==> src/rtl/seg_display_ctrl.sv <==
// Multiplexed seven-segment display controller with double-buffered data, leading-zero
// blanking and a per-digit DP mask. Define SEG_DISPLAY_BCD_EN to build the binary-to-BCD converter.
module seg_display_ctrl #(
    parameter int DIGITS         = 8,
    parameter int SCAN_DIV       = 100000,
    parameter bit SEG_ACTIVE_LOW = 1'b1
) (
    input  logic              clk,
    input  logic              rst,
    input  logic              wr_en,
    input  logic [1:0]        wr_addr,
    input  logic [31:0]       wr_data,
    output logic [7:0]        seg_out,
    output logic [DIGITS-1:0] an_out,
    output logic              frame_done
);

    localparam int DATA_W = 4 * DIGITS;
    localparam int IDX_W  = (DIGITS > 1) ? $clog2(DIGITS) : 1;
    localparam int PRE_W  = $clog2(SCAN_DIV);

    localparam logic [PRE_W-1:0]  PRE_LAST = PRE_W'(SCAN_DIV - 1);
    localparam logic [IDX_W-1:0]  IDX_LAST = IDX_W'(DIGITS - 1);
    localparam logic [7:0]        SEG_OFF  = {8{SEG_ACTIVE_LOW}};
    localparam logic [DIGITS-1:0] AN_OFF   = {DIGITS{SEG_ACTIVE_LOW}};

    logic [DATA_W-1:0] shadow;
    logic [DATA_W-1:0] active;
    logic              en;
    logic              lzb;
    logic [DIGITS-1:0] dp_mask;
    logic              pending;
    logic              dash;
    logic [PRE_W-1:0]  prescale;
    logic [IDX_W-1:0]  idx;

    logic              wr_data_sel;
    logic              wr_ctrl_sel;
    logic              tc;
    logic              boundary;
    logic              enable_xfer;
    logic              xfer_req;
    logic              busy;
    logic [DATA_W+31:0] wr_ext;
    logic              unused_bits;

    assign wr_ext      = {{DATA_W{1'b0}}, wr_data};
    assign wr_data_sel = wr_en && (wr_addr == 2'd0);
    assign wr_ctrl_sel = wr_en && (wr_addr == 2'd1);
    assign tc          = (prescale == PRE_LAST);
    assign boundary    = en && tc && (idx == IDX_LAST);
    // Data written while disabled is shown as soon as the display is switched on
    assign enable_xfer = wr_ctrl_sel && wr_data[0] && !en && pending;
    assign xfer_req    = (boundary || enable_xfer) && !busy;

`ifdef SEG_DISPLAY_BCD_EN
    logic              bcd;
    logic              xfer_bcd;
    logic [31:0]       bin_sr;
    logic [39:0]       bcd_sr;
    logic [39:0]       bcd_adj;
    logic [39:0]       bcd_final;
    logic [4:0]        bit_cnt;
    logic              ovf;
    logic [DATA_W+31:0] shadow_ext;
    logic [DATA_W+39:0] bcd_ext;

    assign xfer_bcd   = enable_xfer ? wr_data[2] : bcd;
    assign shadow_ext = {32'b0, shadow};
    assign bcd_ext    = {{DATA_W{1'b0}}, bcd_final};

    // One double-dabble step: add 3 to every nibble >= 5, then shift in the next binary bit
    always_comb begin
        bcd_adj = '0;
        ovf     = 1'b0;
        for (int i = 0; i < 10; i++) begin
            bcd_adj[4*i +: 4] = (bcd_sr[4*i +: 4] >= 4'd5) ? bcd_sr[4*i +: 4] + 4'd3
                                                            : bcd_sr[4*i +: 4];
        end
        bcd_final = {bcd_adj[38:0], bin_sr[31]};
        for (int i = 0; i < 10; i++) begin
            if ((i >= DIGITS) && (bcd_final[4*i +: 4] != 4'h0)) begin
                ovf = 1'b1;
            end
        end
    end

    assign unused_bits = ^{wr_ext, shadow_ext, bcd_ext, bcd_adj[39]};
`else
    assign busy        = 1'b0;
    assign unused_bits = ^wr_ext;
`endif

    always_ff @(posedge clk) begin
        if (!rst) begin
            shadow     <= '0;
            active     <= '0;
            en         <= 1'b0;
            lzb        <= 1'b0;
            dp_mask    <= '0;
            pending    <= 1'b0;
            dash       <= 1'b0;
            prescale   <= '0;
            idx        <= '0;
            frame_done <= 1'b0;
`ifdef SEG_DISPLAY_BCD_EN
            bcd        <= 1'b0;
            busy       <= 1'b0;
            bin_sr     <= '0;
            bcd_sr     <= '0;
            bit_cnt    <= '0;
`endif
        end else begin
            if (wr_data_sel) begin
                shadow <= wr_ext[DATA_W-1:0];
                if (!en) begin
                    pending <= 1'b1;
                end
            end
            if (wr_ctrl_sel) begin
                en      <= wr_data[0];
                lzb     <= wr_data[1];
                dp_mask <= wr_ext[8 +: DIGITS];
`ifdef SEG_DISPLAY_BCD_EN
                bcd     <= wr_data[2];
`endif
            end

            if (en) begin
                prescale <= tc ? '0 : prescale + PRE_W'(1);
                if (tc) begin
                    idx <= (idx == IDX_LAST) ? '0 : idx + IDX_W'(1);
                end
            end else begin
                prescale <= '0;
                idx      <= '0;
            end

            frame_done <= boundary;

            // Transfers read the registered shadow, so a same-cycle write waits one frame
            if (xfer_req) begin
                pending <= 1'b0;
`ifdef SEG_DISPLAY_BCD_EN
                if (xfer_bcd) begin
                    bin_sr  <= shadow_ext[31:0];
                    bcd_sr  <= '0;
                    bit_cnt <= '0;
                    busy    <= 1'b1;
                end else begin
                    active <= shadow;
                    dash   <= 1'b0;
                end
`else
                active <= shadow;
                dash   <= 1'b0;
`endif
            end

`ifdef SEG_DISPLAY_BCD_EN
            if (busy) begin
                bin_sr  <= {bin_sr[30:0], 1'b0};
                bcd_sr  <= bcd_final;
                bit_cnt <= bit_cnt + 5'd1;
                if (bit_cnt == 5'd31) begin
                    busy   <= 1'b0;
                    active <= bcd_ext[DATA_W-1:0];
                    dash   <= ovf;
                end
            end
`endif
        end
    end

    function automatic logic [6:0] hex7(input logic [3:0] v);
        logic [6:0] s;
        case (v)
            4'h0:    s = 7'h3F;
            4'h1:    s = 7'h06;
            4'h2:    s = 7'h5B;
            4'h3:    s = 7'h4F;
            4'h4:    s = 7'h66;
            4'h5:    s = 7'h6D;
            4'h6:    s = 7'h7D;
            4'h7:    s = 7'h07;
            4'h8:    s = 7'h7F;
            4'h9:    s = 7'h6F;
            4'hA:    s = 7'h77;
            4'hB:    s = 7'h7C;
            4'hC:    s = 7'h39;
            4'hD:    s = 7'h5E;
            4'hE:    s = 7'h79;
            default: s = 7'h71;
        endcase
        return s;
    endfunction

    logic [3:0]        cur_nib;
    logic [IDX_W-1:0]  msd;
    logic              blank;
    logic [6:0]        segs;
    logic [7:0]        seg_hi;
    logic [DIGITS-1:0] an_hi;

    // msd is the highest nonzero nibble; it stays 0 for an all-zero value so digit 0 shows
    always_comb begin
        cur_nib = 4'h0;
        msd     = '0;
        for (int i = 0; i < DIGITS; i++) begin
            if (active[4*i +: 4] != 4'h0) begin
                msd = IDX_W'(i);
            end
            if (IDX_W'(i) == idx) begin
                cur_nib = active[4*i +: 4];
            end
        end
        blank  = lzb && !dash && (idx > msd);
        segs   = dash ? 7'h40 : (blank ? 7'h00 : hex7(cur_nib));
        seg_hi = {dp_mask[idx], segs};
        an_hi  = DIGITS'(1) << idx;
    end

    always_ff @(posedge clk) begin
        if (!rst) begin
            seg_out <= SEG_OFF;
            an_out  <= AN_OFF;
        end else if (!en) begin
            seg_out <= SEG_OFF;
            an_out  <= AN_OFF;
        end else begin
            seg_out <= SEG_ACTIVE_LOW ? ~seg_hi : seg_hi;
            an_out  <= SEG_ACTIVE_LOW ? ~an_hi : an_hi;
        end
    end

endmodule

==> config.mk <==
export PLATFORM = sky130hd
export DESIGN_NAME = seg_display_ctrl
export DESIGN_NICKNAME = d
export VERILOG_FILES = /design/src/rtl/seg_display_ctrl.sv
export SDC_FILE = /design/constraint.sdc
export NUM_CORES = 1
export LEC_CHECK = 0
export ABC_AREA = 1
export ABC_CLOCK_PERIOD_IN_PS = 3700
export BUFFER_PORTS_ARGS = -buffer_cell sky130_fd_sc_hd__buf_4
export CORE_UTILIZATION = 60
export CTS_CLUSTER_SIZE = 40
export DETAILED_ROUTE_END_ITERATION = 6
export HOLD_SLACK_MARGIN = 0.08
export PLACE_DENSITY = 0.84
export SLEW_MARGIN = 15
export SYNTH_ARGS = -nofsm -noshare
export SYNTH_HDL_FRONTEND = slang
export SYNTH_SLANG_ARGS = --single-unit
==> constraint.sdc <==
create_clock -name clk -period 3.7 [get_ports clk]
set_clock_uncertainty 0.05 [all_clocks]
set_input_delay 0.37 -clock clk [delete_from_list [all_inputs] [get_ports clk]]
set_output_delay 0.37 -clock clk [all_outputs]
set_load 0.05 [all_outputs]
==> flow_metrics.env, run 1 <==
export IMPL_run_status="complete, no violations"
export IMPL_post_synth_cell_area_avg_um2=7.21
export IMPL_p_sw_share_pct=25.3
export IMPL_critPathLaunchType="flip-flop"
export IMPL_synth_cells=689
export IMPL_dr_pass1_iters=7
export IMPL_finalNetCount=780
export IMPL_rsz0062_at_grt="no"
export IMPL_power_frac_seq_pct=60.4
export IMPL_grt_pass1_vias=4259
export IMPL_cts_buffer_depth=2
export IMPL_seq_area_frac_synth_pct=45.1
export IMPL_cts_made_buffers=9
export IMPL_hold_buffers=0
export IMPL_worst_slack_ns=0.970
export IMPL_portBuffers=53
export IMPL_route_antenna_remaining_nets=0
export IMPL_combPwrFrac_pct=5.8
export IMPL_fin_util_pct=70.5
export IMPL_worstMarginPinSlew_ns=0.942
export IMPL_critical_path_class="flip-flop to flip-flop"
export IMPL_hold_violations=0
export IMPL_critPathMostFrequentCell="nand2_1"
export IMPL_syn_to_final_growth_pct=11.9
export IMPL_post_cts_resized=0
export IMPL_hold_path_class="primary input to flip-flop"
export IMPL_p_per_area_mw_per_mm2=372
export IMPL_num_antenna_cells=0
export IMPL_worstPathRequired_ns=3.93
export IMPL_drc=0
export IMPL_synth_top_area_share_pct=45.1
export IMPL_grt_max_degree=77
export IMPL_synth_largest_area_cell="dfxtp_1"
export IMPL_gp_congestion=0.912
export IMPL_syn_area_mm2=0.00497
export IMPL_die_h_um=93
export IMPL_vdd_drop_max_uv=278
export IMPL_pre_cts_slack_ns=1.04
export IMPL_cts_tree="built"
export IMPL_p_leak_nw=2.40
export IMPL_cp_slowest_cell="dfxtp_1"
export IMPL_worstSkewPairLatency_ns=0.38
export IMPL_whs_ns=0.150
export IMPL_worstPathArrival_ns=2.96
export IMPL_core_rowCount=32
export IMPL_max_stage_delay_ns=0.42
export IMPL_syn_num_nets=742
export IMPL_p_int_mw=1.54
export IMPL_clk_pin_slew_worst_paths_ns=0.11
export IMPL_antenna_found_initial=0
export IMPL_grt_pass1_wl_um=18600
export IMPL_clockPowerShare_pct=33.8
export IMPL_grt_overflow_total=0
export IMPL_h_tree_depth=3
export IMPL_setup_viol=0
export IMPL_fp_dieW_um=93
export IMPL_cp_max_fo=11
export IMPL_slew_violations=0
export IMPL_fmax_mhz=366
export IMPL_synthTopCellsByArea="dfxtp_1 (45%), nor2_1 (11%), nand2_1 (7.3%)"
export IMPL_grtUsageTotal_pct=26.7
export IMPL_root_buffer="clkbuf_8"
export IMPL_numClockSinks=112
export IMPL_maxCapViolCount=0
export IMPL_finalCritPeriodShare_pct=73.8
export IMPL_synth_seq_cells=112
export IMPL_crit_chain="clkinv_1 -> ha_1 -> nand2_1 -> inv_1 -> a21oi_1 -> nand2_1 -> nand2_1 -> nand2_1 -> nand2_1 -> nand2_1 -> nand2_1 -> inv_1 -> ha_1 -> inv_1 -> a21oi_1 -> a21oi_1 -> nand2_1"
export IMPL_drt_iter0_markers=228
export IMPL_hpwl_um=7680
export IMPL_fin_crit_ns=2.73
export IMPL_design_core_area_mm2=0.00789
export IMPL_ios=54
export IMPL_cp_end_kind="flip-flop"
export IMPL_synth_warnings=0
export IMPL_start_util_pct=63.0
export IMPL_route_vias_total=4544
export IMPL_vias_per_cell=5.45
export IMPL_cts_setup_buffers=0
export IMPL_routed_wl_um=10900
export IMPL_maxSlewHeadroom_pct=37.1
export IMPL_yosysUniqueCellTypes=36
export IMPL_post_drt_wl_per_cell_um=13.0
export IMPL_drive_gt1_share_pct=12.0
export IMPL_setup_tns_ns=0
export IMPL_power_switching_mw=0.522
export IMPL_dieArea_mm2=0.00865
[final cells by class]
type,instances,area [um2]
Clock buffer,9,124
Tap cell,102,128
Sequential cell,112,2240
Multi-Input combinational cell,478,2320
Timing Repair Buffer,55,413
Inverter,71,269
Fill cell,650,2330
Clock inverter,7,65.1
[cell families (layout without fill, tap and decap cells)]
family / Yosys count / in the layout / synth area share [%]
and+or+nand+nor: 301 / 301 / 26.1
AOI/OAI and AO/OA: 159 / 159 / 16.3
DFF: 112 / 112 / 45.1
buffers and inverters: 99 / 142 / 8.16
adders and majority gates: 16 / 16 / 4.03
xor gates and xnor gates: 2 / 2 / 0.353
[registers in the layout (all words and copies together), names as in the netlist]
signal and cells:
active 32, an_out 8, dp_mask 8, en 1, frame_done 1, idx 3
lzb 1, pending 1, prescale 17, seg_out 8, shadow 32
[final timing paths]
path                                        startpoint                endpoint  slack (ns)  cells after the start
worst max-delay path               idx[0]$_SDFFE_PN0N_   seg_out[1]$_SDFF_PN1_        0.97                     17
worst min-delay path                        wr_data[6]  shadow[6]$_SDFFE_PN0P_        0.15                      3
worst max register to register     idx[0]$_SDFFE_PN0N_   seg_out[1]$_SDFF_PN1_        0.97                     17
worst min register to register  prescale[0]$_SDFF_PP0_  prescale[0]$_SDFF_PP0_        0.41                      1
[worst max-delay path: cells and delay by family, from the launching register on]
kind,cells,cell delay [ns]
adders and majority gates,2,0.65
buffers and inverters,4,0.58
and+or+nand+nor,8,0.66
AOI/OAI and AO/OA,3,0.28
DFF,1,0.42
[metal layers]
metal  GRT usage [%]  wire, um
met5               0         0
met4            9.87       194
met3            4.47       493
met2            44.6      5040
met1            34.6      5160
[cell usage after synthesis]
master,number
clkinv_1,1
inv_1,66
nand3_2,2
nand3b_1,2
nor3_2,1
inv_4,1
dfxtp_1,112
nand4_1,2
buf_6,3
inv_2,3
clkbuf_1,20
nor3b_1,3
a21oi_1,59
o21ai_0,61
xor2_1,2
o22ai_1,1
nor3b_2,1
nand2_4,1
nand3_1,31
nor2_1,140
nor4_1,8
o211ai_1,2
nand3_4,1
nor2_2,2
nor4_2,1
o21ai_1,34
o41ai_1,1
nand2_2,3
nand2_1,96
a211oi_1,1
or2_2,1
nor3_1,4
or2_0,2
buf_2,4
ha_1,16
buf_4,1
[power by group through the flow]
| stage | combinational (mW) | sequential, mW | clock (mW) |
|---|---|---|---|
| finish | 0.120 | 1.25 | 0.698 |
| global route | 0.137 | 1.25 | 0.753 |
| CTS | 0.120 | 1.25 | 0.710 |
| detailed placement | 0.119 | 1.28 | 0 |
| global placement | 0.116 | 1.27 | 0 |
| floorplan | 0.0670 | 1.28 | 0 |
[placed cells by master, fill, tap and decap left out, drive strengths merged]
| master | instances |
|---|---|
| inv | 73 |
| nor2 | 142 |
| xor2 | 2 |
| nor3 | 5 |
| or2 | 3 |
| a21oi | 59 |
| nor3b | 4 |
| nand4 | 2 |
| ha | 16 |
| o41ai | 1 |
| clkinvlp | 2 |
| nor4 | 9 |
| nand3b | 2 |
| clkinv | 3 |
| o211ai | 2 |
| o22ai | 1 |
| clkbuf | 9 |
| dfxtp | 112 |
| a211oi | 1 |
| nand3 | 34 |
| nand2 | 100 |
| o21ai | 95 |
| buf | 55 |
[through the flow]
step           cell area, um2  instances  total power [mW]
3_5_place_dp             5370        818              1.39
2_1_floorplan            4970        689              1.34
4_1_cts                  5560        834              2.08
3_3_place_gp             5370        818              1.39
5_1_grt                  5560        834              2.14
6_report                 5560        834              2.07
Note: power is estimated with default switching activity, not from simulation.
==> run 2: changes to the inputs <==
--- a/config.mk
+++ b/config.mk
@@ -5,14 +5,14 @@
 export SDC_FILE = /design/constraint.sdc
 export NUM_CORES = 1
 export LEC_CHECK = 0
-export ABC_AREA = 1
-export ABC_CLOCK_PERIOD_IN_PS = 3700
+export ABC_AREA = 0
+export ABC_CLOCK_PERIOD_IN_PS = 2840
 export BUFFER_PORTS_ARGS = -buffer_cell sky130_fd_sc_hd__buf_4
-export CORE_UTILIZATION = 60
+export CORE_UTILIZATION = 58
 export CTS_CLUSTER_SIZE = 40
 export DETAILED_ROUTE_END_ITERATION = 6
 export HOLD_SLACK_MARGIN = 0.08
-export PLACE_DENSITY = 0.84
+export PLACE_DENSITY = 0.82
 export SLEW_MARGIN = 15
 export SYNTH_ARGS = -nofsm -noshare
 export SYNTH_HDL_FRONTEND = slang
==> constraint.sdc (replaced) <==
create_clock -name clk -period 2.84 [get_ports clk]
set_clock_uncertainty 0.05 [all_clocks]
set_input_delay 0.284 -clock clk [delete_from_list [all_inputs] [get_ports clk]]
set_output_delay 0.284 -clock clk [all_outputs]
set_load 0.05 [all_outputs]
==> flow_metrics.env, run 2 <==
export IMPL_run_status="complete, no violations"
export IMPL_stdcell_area_mm2=0.00571
export IMPL_synth_simple_area_share_pct=22.6
export IMPL_hold_path_class="primary input to flip-flop"
export IMPL_ys_flop_type="dfxtp_1"
export IMPL_p_per_area_mw_per_mm2=463
export IMPL_p_leak_nw=2.14
export IMPL_cts_buffer_depth=2
export IMPL_vias_per_cell=5.46
export IMPL_syn_to_final_growth_pct=15.6
export IMPL_synth_top_family_by_area="simple AND/OR/NAND/NOR gates"
export IMPL_syn_area_mm2=0.00494
export IMPL_reg_top3="active x32, shadow x32, prescale x17"
export IMPL_synth_warnings=0
export IMPL_synth_edf_count=0
export IMPL_dieArea_mm2=0.00889
export IMPL_syn_num_nets=636
export IMPL_fin_crit_ns=2.80
export IMPL_async_flop_share_pct=0
export IMPL_timing_rr_start="idx[0]$_SDFFE_PN0N_"
export IMPL_grt_overflow_total=0
export IMPL_gp_congestion=0.856
export IMPL_numClockSinks=112
export IMPL_clockPowerShare_pct=34.2
export IMPL_finalCritPeriodShare_pct=98.5
export IMPL_cts_made_buffers=9
export IMPL_worstPathArrival_ns=3.01
export IMPL_die_h_um=94.3
export IMPL_power_switching_mw=0.638
export IMPL_maxCapViolCount=0
export IMPL_power_frac_seq_pct=60.7
export IMPL_routed_wl_um=10900
export IMPL_fmax_mhz=357
export IMPL_vdd_drop_max_uv=396
export IMPL_route_vias_total=4060
export IMPL_hold_violations=0
export IMPL_drt_iter0_markers=163
export IMPL_cp_max_fo=6
export IMPL_dp_cells=725
export IMPL_critPathLaunchType="flip-flop"
export IMPL_route_antenna_remaining_nets=0
export IMPL_grt_pass1_wl_um=17800
export IMPL_synth_largest_area_cell="dfxtp_1"
export IMPL_combPwrFrac_pct=5.1
export IMPL_synthAdderAreaFrac_pct=4.05
export IMPL_portBuffers=53
export IMPL_post_synth_cell_area_avg_um2=8.47
export IMPL_ios=54
export IMPL_final_cell_mix="nand2_1 (166), dfxtp_1 (110), buf_4 (74)"
export IMPL_seq_area_frac_synth_pct=45.4
export IMPL_core_rowCount=33
export IMPL_dr_pass1_iters=4
export IMPL_synth_xor_area_share_pct=2.66
export IMPL_clk_pin_slew_worst_paths_ns=0.12
export IMPL_critical_path_class="flip-flop to flip-flop"
export IMPL_yosysUniqueCellTypes=53
export IMPL_worstPathRequired_ns=3.05
export IMPL_worstMarginPinSlew_ns=0.730
export IMPL_grt_pass1_vias=3757
export IMPL_synth_top_area_share_pct=45.4
export IMPL_grt_max_degree=76
export IMPL_final_common_cell="nand2_1"
export IMPL_hold_start="wr_data[16]"
export IMPL_maxSlewHeadroom_pct=51.1
export IMPL_h_tree_depth=3
export IMPL_post_drt_wl_per_cell_um=14.6
export IMPL_root_buffer="clkbuf_8"
export IMPL_slew_violations=0
export IMPL_drive_gt1_share_pct=16.7
export IMPL_rsz0062_at_grt="yes"
export IMPL_synth_compound_area_share_pct=17.0
export IMPL_hold_buffers=0
export IMPL_finalNetCount=687
export IMPL_yosysMostFrequentCell="nand2_1"
export IMPL_worstSkewPairLatency_ns=0.38
export IMPL_fp_dieW_um=94.3
export IMPL_final_cells=744
export IMPL_synth_cells=583
export IMPL_cts_tree="built"
export IMPL_cp_end_kind="flip-flop"
export IMPL_num_antenna_cells=0
export IMPL_synth_common_cells="nand2_1 (166), dfxtp_1 (112), a21boi_0 (59), nor2_1 (37), clkbuf_1 (22)"
export IMPL_startpoint="idx[0]$_SDFFE_PN0N_"
export IMPL_design_core_area_mm2=0.00822
export IMPL_muxShareOfSynthArea_pct=4.15
export IMPL_p_sw_share_pct=24.1
export IMPL_synth_seq_cells=112
export IMPL_start_util_pct=60.1
export IMPL_grtUsageTotal_pct=25.8
export IMPL_p_int_mw=2.01
export IMPL_antenna_found_initial=0
export IMPL_drc=0
export IMPL_setup_viol=0
export IMPL_synthTopCellsByArea="dfxtp_1 (45%), nand2_1 (13%), a21boi_0 (9.0%)"
export IMPL_postPlaceCellArea_mm2=0.00547
export IMPL_hpwl_um=7970
[run 2: changes by cell type in the layout (fill, tap and decap cells not counted), sizes merged, moves of 20 or more]
| cell | before | now |
|---|---|---|
| nor2 | 142 | 37 |
| nand3 | 34 | 14 |
| nand2 | 100 | 166 |
| a21boi | 0 | 64 |
| o21ai | 95 | 8 |
| inv | 73 | 15 |
| a21oi | 59 | 10 |
[run 2: per-stage QoR]
step / utilization (%) / hold WS, ns / setup WS (ns) / power, mW / TNS, ns
2_1_floorplan: - / 0.368 / 0.0829 / 1.71 / 0
3_3_place_gp: 66.5 / 0.381 / 0.0337 / 1.77 / 0
3_5_place_dp: 66.5 / 0.392 / -0.109 / 1.78 / -0.111
4_1_cts: 69.0 / 0.0898 / 0.00516 / 2.67 / 0
5_1_grt: 69.5 / 0.0988 / -0.0872 / 2.74 / -0.147
6_report: 69.5 / 0.0984 / 0.0418 / 2.64 / 0
[run 2: final cells by class]
type,count,area [um2]
timing repair buffer,74,556
multi-input combinational,425,2540
tap,105,131
inverter,12,45.0
fill,685,2510
clock inverter,6,62.6
sequential,112,2240
clock buffer,10,128
[run 2: power groups by stage]
stage                     Clock [mW]  Combinational [mW]  Sequential [mW]
after floorplan                    0              0.0677             1.64
after global placement             0               0.131             1.64
after detailed placement           0               0.135             1.64
after CTS                      0.930               0.135             1.60
after global routing           0.987               0.149             1.61
final                          0.905               0.134             1.60
[run 2: cell families after synthesis]
kind of cell	Yosys count
AOI/OAI and AO/OA	114
xor gates and xnor gates	15
adders and majority gates	16
buffers and inverters	46
DFF	112
muxes	18
and+or+nand+nor	262
[run 2: critical path: stages (launching register included)]
cell      delay, ns
dfxtp_2        0.39
ha_1           0.19
ha_2           0.25
buf_4          0.15
nand2_1        0.07
a221oi_1       0.36
a311oi_2       0.10
o31a_1         0.35
ha_1           0.33
mux2i_1        0.13
nor2_1         0.06
a311o_1        0.26
[run 2: path summary, 6_finish.rpt]
kind | slack [ns] | cells after the start | endpoint
setup reg to reg | 0.04 | 11 | seg_out[1]$_SDFF_PN1_
setup / recovery | 0.04 | 11 | seg_out[1]$_SDFF_PN1_
hold / removal | 0.1 | 3 | shadow[16]$_SDFFE_PN0P_
hold reg to reg | 0.41 | 2 | active[20]$_SDFFE_PN0P_
[run 2: per-layer routing]
layer	vias up	track usage, %	routed length, um
met2	98	42.1	5080
met4	0	8.59	195
met3	15	4.53	420
li1	2056	-	-
met5	-	0	0
met1	1891	34.4	5200
[run 2: what timing repair did]
action                                  in CTS  in global routing
pin swaps                                    0                  2
endpoints found under the setup margin       2                  6
buffers inserted                             0                  3
gates resized for setup                      3                  5
